File: config.mk
export PLATFORM = sky130hd
export DESIGN_NAME = cache_linefill
export DESIGN_NICKNAME = d
export VERILOG_FILES = /design/src/rtl/cache_pkg.sv /design/src/rtl/cache_linefill.sv
export SDC_FILE = /design/constraint.sdc
export NUM_CORES = 1
export LEC_CHECK = 0
export BUFFER_PORTS_ARGS = -buffer_cell sky130_fd_sc_hd__buf_2
export CAP_MARGIN = 20
export CORE_ASPECT_RATIO = 1.5
export CORE_MARGIN = 2
export CORE_UTILIZATION = 50
export CTS_CLUSTER_DIAMETER = 200
export CTS_CLUSTER_SIZE = 12
export DETAILED_ROUTE_END_ITERATION = 10
export GPL_TIMING_DRIVEN = 0
export PLACE_DENSITY = 0.78
export SETUP_SLACK_MARGIN = 0.4
export SKIP_CTS_REPAIR_TIMING = 1
export SYNTH_ARGS = -nofsm -noshare
export SYNTH_HDL_FRONTEND = slang
export SYNTH_SLANG_ARGS = --single-unit
File: constraint.sdc
create_clock -name nGCLK -period 5.1 [get_ports nGCLK]
set_input_delay 0.765 -clock nGCLK [delete_from_list [all_inputs] [get_ports nGCLK]]
set_output_delay 0.765 -clock nGCLK [all_outputs]
set_load 0.005 [all_outputs]
File: src/rtl/cache_pkg.sv
// Shared constants and the fill state encoding for the cache line-fill engine.
package cache_pkg;

  localparam int LINE_W         = 256;
  localparam int WORD_W         = 32;
  localparam int WORDS_PER_LINE = 8;
  localparam int WORD_SEL_W     = 3;

  typedef enum logic [1:0] {
    IDLE,
    REQ,
    DATA,
    WRITE
  } fill_state_t;

endpackage

File: src/rtl/cache_linefill.sv
// Line-fill engine: fetches one 32-byte line as a critical-word-first wrapping
// burst, forwards the critical word early and writes the line into the line RAM.
module cache_linefill
  import cache_pkg::*;
#(
  parameter int NL  = 128,
  parameter int LSS = $clog2(NL)
) (
  input  logic                  nGCLK,
  input  logic                  RESET,
  input  logic                  miss_req,
  input  logic [31:0]           miss_addr,
  output logic                  fill_busy,
  output logic                  fill_done,
  output logic                  fill_err,
  output logic                  mem_req,
  output logic [31:0]           mem_addr,
  input  logic                  mem_ack,
  input  logic                  mem_valid,
  input  logic [WORD_W-1:0]     mem_rdata,
  input  logic                  mem_err,
  output logic                  crit_valid,
  output logic [WORD_W-1:0]     crit_data,
  output logic [LSS-1:0]        write_sel,
  output logic [LINE_W-1:0]     write_port,
  output logic                  wr_ena
);

  fill_state_t           state;
  logic [WORD_SEL_W-1:0] beat_cnt;
  logic [WORD_SEL_W-1:0] start_word;
  logic [WORD_SEL_W-1:0] word_idx;
  logic                  unused_addr_lsb;

  // The wrap within the line falls out of the 3-bit add overflowing.
  assign word_idx        = start_word + beat_cnt;
  assign unused_addr_lsb = ^miss_addr[1:0];

  // write_port doubles as the line buffer, so the RAM sees it directly.
  always_ff @(posedge nGCLK) begin
    if (RESET) begin
      state      <= IDLE;
      beat_cnt   <= '0;
      start_word <= '0;
      fill_busy  <= 1'b0;
      fill_done  <= 1'b0;
      fill_err   <= 1'b0;
      mem_req    <= 1'b0;
      mem_addr   <= '0;
      crit_valid <= 1'b0;
      crit_data  <= '0;
      write_sel  <= '0;
      write_port <= '0;
      wr_ena     <= 1'b0;
    end else begin
      crit_valid <= 1'b0;
      fill_err   <= 1'b0;
      fill_done  <= 1'b0;
      wr_ena     <= 1'b0;
      case (state)
        IDLE: begin
          if (miss_req) begin
            mem_addr   <= {miss_addr[31:2], 2'b00};
            write_sel  <= miss_addr[LSS+4:5];
            start_word <= miss_addr[4:2];
            beat_cnt   <= '0;
            mem_req    <= 1'b1;
            fill_busy  <= 1'b1;
            state      <= REQ;
          end
        end
        REQ: begin
          if (mem_ack) begin
            mem_req <= 1'b0;
            state   <= DATA;
          end
        end
        DATA: begin
          if (mem_valid) begin
            if (mem_err) begin
              fill_err  <= 1'b1;
              fill_busy <= 1'b0;
              state     <= IDLE;
            end else begin
              write_port[{word_idx, 5'b00000} +: WORD_W] <= mem_rdata;
              beat_cnt <= beat_cnt + 1'b1;
              if (beat_cnt == '0) begin
                crit_data  <= mem_rdata;
                crit_valid <= 1'b1;
              end
              if (beat_cnt == WORD_SEL_W'(WORDS_PER_LINE - 1)) begin
                wr_ena    <= 1'b1;
                fill_done <= 1'b1;
                state     <= WRITE;
              end
            end
          end
        end
        WRITE: begin
          fill_busy <= 1'b0;
          state     <= IDLE;
        end
        default: state <= IDLE;
      endcase
    end
  end

endmodule
==> After elaboration in Yosys (flattened, before gate mapping) <==
Cells that the tools add are included.
{ "classes": {"n_reduce_logical": 14, "n_bitwise": 3, "eq_ne": 10, "shift": 2, "addsub": 3, "n_mux": 20} }
{ "op_table": {"columns": ["op", "count"], "rows": [
  ["bitwise mux 256 bit", 1],
  ["variable shift 32 x 10 -> 256 bit, first input constant", 1],
  ["indexed part select 32 x 10 -> 256 bit", 1],
  ["AND reduction 4 bit", 4],
  ["two-way mux 2 bit", 5],
  ["inequality test 2 bit, second input constant", 5],
  ["negator 8 -> 10 bit", 1],
  ["two-way mux 3 bit", 3],
  ["one-hot mux 2 bit (4 select lines)", 1],
  ["two-way mux 1 bit", 7],
  ["one-hot mux 3 bit (2 select lines)", 1],
  ["AND reduction 3 bit", 2],
  ["equality test 2 bit, second input constant", 2],
  ["nonzero test 2 bit", 2],
  ["OR reduction 4 bit", 1],
  ["adder 3 x 1 -> 3 bit, second input constant", 1],
  ["adder 3 bit", 1],
  ["equality test 3 bit, second input constant", 1],
  ["logical NOT 3 bit", 1],
  ["inequality test 3 bit, second input constant", 1],
  ["inverter 1 bit", 3],
  ["one-hot mux 1 bit (3 select lines)", 1],
  ["nonzero test 3 bit", 1],
  ["OR reduction 3 bit", 1],
  ["other kinds (4)", 4]
]} }
{ "word_totals": {"reg_bits": 338, "input_bits": 70} }

==> Longest topological paths before layout <==
{ "depth": {"depth_word": 5, "depth_mapped": 11} }

==> Worst setup path before layout <==
Ideal clock, no wire load.
{ "synth_timing": {"path_type": "reg2reg", "startpoint": "register start_word[0]", "endpoint": "register write_port[68]", "n_path_buf": 2, "slack_ps": 2267, "arrival_ps": 2707, "synth_period_minus_slack_ps": 2833, "stages_incl_launch_ff": 12, "setup_time_ps": 125, "path_cell_list": "dfxtp_1 -> ha_1 -> fa_1 -> inv_1 -> ha_1 -> ha_1 -> or3b_2 -> a2111o_1 -> buf_2 -> buf_2 -> nand3b_1 -> o21ai_0"} }
{ "synth_between": {"elab_chain_cells": 4, "word_cells_on_any_way": 5} }
{ "synth_lines": {"columns": ["item", "line", "text"], "rows": [
  ["start, declared", "cache_linefill.sv:31", "logic [WORD_SEL_W-1:0] start_word;"],
  ["start signal, assigned", "cache_linefill.sv:65", "start_word <= miss_addr[4:2];"],
  ["adder 3 bit *", "cache_linefill.sv:36", "assign word_idx = start_word + beat_cnt;"],
  ["negator 8 -> 10 bit *", "cache_linefill.sv:85", "write_port[{word_idx, 5'b00000} +: WORD_W] <= mem_rdata;"],
  ["indexed part select 32 x 10 -> 256 bit / variable shift 32 x 10 -> 256 bit (equally long branches)", "cache_linefill.sv:85", null],
  ["bitwise mux 256 bit *", "cache_linefill.sv:85", null],
  ["end signal, assigned by index", "cache_linefill.sv:85", null],
  ["end, declared", "cache_linefill.sv:25", "output logic [LINE_W-1:0] write_port,"]
]} }
Mark *: on every way between the ends. The rest lies on a longest branch, timed or not.
A chain may end at the register's enable or synchronous reset.

==> Worst setup path in the final report <==
{ "layout_timing": {"startpoint": "register start_word[0]", "endpoint": "register write_port[238]"} }
The elaborated chain is that of the path after synthesis.

==> flow_summary.yaml <==
outcome:
  status: "finished, final reports clean"
critical_path:
  cp_cell_sequence: "ha_1 -> fa_1 -> xnor3_1 -> ha_1 -> nor3_1 -> clkbuf_1 -> nand2_1 -> mux2i_1"
  required_ns: 5.59
  crit_type: "reg2reg"
  critPathTopFamily: "simple AND/OR/NAND/NOR gates"
  slowest_stage: "nor3_1"
  crit_path_start_kind: "flip-flop"
  endpoint_kind: "flip-flop"
  critPathBufInv: 1
  critical_path_arrival_ns: 4.05
  path_common_cell: "ha_1"
  slowest_delay_ns: 0.86
  crit_fanout: 10
clock_tree:
  numCtsBuffers: 31
  clk_latency_ns: 0.57
  htreeDepth: 1
  clock_path_buffers: 3
  clkSinkCount: 328
  clkTransAtPathRegs_ns: 0.06
  cts-root-buf: "clkbuf_16"
  cts_tree: "built"
floorplanning:
  ioPinCount: 403
  rows: 72
  dieWidth_um: 136
  die_area_um2: 27500
  die_h_um: 202
  start_util_pct: 50.7
  core-area_um2: 25800
global_route:
  grtUsageTotal_pct: 30.9
  grtUsageMet3_pct: 5.99
  grt-ovfl-total: 0
  grt_first_pass_wirelength_um: 65600
  antenna_found_initial: 1
  grt_start_max_net_pins: 15
  met1_usage_pct: 34.7
  grt_pass1_vias: 11700
  grt_use_met2_pct: 53.9
  busiest_layer: "met2"
job:
  maxCapViolations: 0
sta:
  finalHoldViolCount: 0
  slew_viol_final: 0
  rsz0062_at_grt: "no"
  skew_ns: 0.0217
  slew_headroom_pct: 22.8
  post-route-period-util_pct: 69.7
  tns_ns: 0
  period_minus_slack_ns: 3.56
  setup_viol: 0
  tightest_slew_ns: 1.16
  max_freq_mhz: 281
place:
  gp_congestion: 0.866
  place_area_um2: 15500
  dp.cells: 2172
  port-buffer-count: 397
  dp_hpwl_um: 32900
yosys:
  synth_top_area_share_pct: 50.3
  ys_types: 36
  ys_warn_count: 0
  yosys.area.top_type: "dfxtp_1"
  seq_area_frac_synth_pct: 50.3
  netlist_instances: 1440
  synth.avg_cell_area_um2: 9.07
  synth_seq_cells: 328
  synth.area.top_cells: "dfxtp_1 (50%), mux2i_1 (12%), nand2b_1 (9.3%)"
  synth_area_um2: 13100
layout:
  final_cells: 2204
  antennaDiodeCount: 0
  final.fill_count: 2231
  layout_common_cells: "buf_2 (424), dfxtp_1 (328), nand2_1 (286)"
  layout_commonest_cell: "buf_2"
  area_growth_pct: 24.5
  drive_gt1_share_pct: 25.1
  fin_nets: 1950
  design_area_um2: 16300
detailed_routing:
  wl_per_cell_um: 19.8
  vias: 11800
  first_pass_iters: 6
  via_per_inst: 5.33
  drc_errors: 0
  ant_nets: 0
  drtIter0Drc: 684
  drt_wl_total_um: 43600
power_and_ir_drop:
  power.total_mw: 4.94
  p_leak_nw: 7.96
  p_per_area_nw_per_um2: 304
  ir_worst_vdd_mv: 0.312
min_path:
  hold_path_class: "in2reg"
==> path summary, 6_finish.rpt <==
| check | start | endpoint | slack, ns | depth (start not counted) |
|---|---|---|---|---|
| max | start_word[0] | write_port[238] | 1.54 | 8 |
| min | miss_addr[21] | mem_addr[21] | 0.44 | 3 |
| max reg2reg | start_word[0] | write_port[238] | 1.54 | 8 |
| min reg2reg | mem_addr[30] | mem_addr[30] | 0.45 | 2 |
==> cell families after synthesis <==
family | after synthesis | synth area share (%)
buf+inv | 126 | 4.17
simple gates | 641 | 25.2
compound gates | 175 | 7.13
flops | 328 | 50.3
other cells | 1 | 0.0287
fa+ha+maj | 8 | 0.824
mux | 160 | 12.3
xor+xnor | 1 | 0.172
==> layout make-up <==
cell class / instances / area (um2) / share of cell area, %
Clock buffer: 31 / 776 / 4.77
Buffer: 119 / 518 / 3.18
Inverter: 7 / 26.3 / 0.162
Timing Repair Buffer: 398 / 1990 / 12.3
Multi-Input combinational cell: 987 / 5960 / 36.6
Sequential cell: 328 / 6570 / 40.4
Tap cell: 333 / 417 / 2.56
Clock inverter: 1 / 8.76 / 0.0539
==> registers in the layout, summed over array words and instances (netlist names) <==
| register | flops |
|---|---|
| write_port | 256 |
| crit_data | 32 |
| mem_addr | 22 |
| write_sel | 6 |
| beat_cnt | 3 |
| start_word | 2 |
| state | 2 |
| crit_valid | 1 |
| fill_busy | 1 |
| fill_err | 1 |
| mem_req | 1 |
| wr_ena | 1 |
==> synth_stat cells, drive strengths merged <==
| cell | number |
|---|---|
| and3 | 3 |
| nand4b | 2 |
| or3b | 1 |
| nor2 | 43 |
| a211oi | 1 |
| o21bai | 1 |
| nand3b | 67 |
| o211a | 1 |
| or3 | 1 |
| nand4 | 3 |
| a21o | 1 |
| fa | 1 |
| clkbuf | 81 |
| ha | 7 |
| a22oi | 2 |
| nor4bb | 1 |
| nand2 | 286 |
| nor3 | 2 |
| nand4bb | 1 |
| a21oi | 67 |
| a2111o | 2 |
| o32ai | 1 |
| a2111oi | 1 |
| mux2i | 160 |
| conb | 1 |
| xnor3 | 1 |
| buf | 38 |
| nand2b | 194 |
| dfxtp | 328 |
| nor2b | 33 |
| nor4 | 2 |
| inv | 7 |
| o21ai | 98 |
| nor3b | 2 |
==> metal layers <==
layer  wire length [um]  vias up
met2              21400      495
met4               2550        2
li1                   -     5565
met3               3070      131
met1              16600     5558
met5                 11        -
==> power breakdown <==
group	internal (mW)	switching, mW
Sequential	2.59	0.0156
Clock	1.06	0.925
Combinational	0.126	0.221
Total	3.78	1.16
==> worst reg2reg max path: stages (launching register included) <==
cell	delay (ns)
dfxtp_1	0.36
ha_1	0.23
fa_1	0.40
xnor3_1	0.42
ha_1	0.39
nor3_1	0.86
clkbuf_1	0.47
nand2_1	0.20
mux2i_1	0.16
==> stage by stage <==
step           setup slack [ns]  util [%]  hold slack (ns)
2_1_floorplan              2.27         -            0.453
3_3_place_gp               1.49      60.1            0.440
3_5_place_dp               1.60      60.1            0.445
4_1_cts                    1.55      63.1            0.416
5_1_grt                    1.42      63.1            0.434
6_report                   1.54      63.1            0.440
Power figures use the tool's default switching activity.
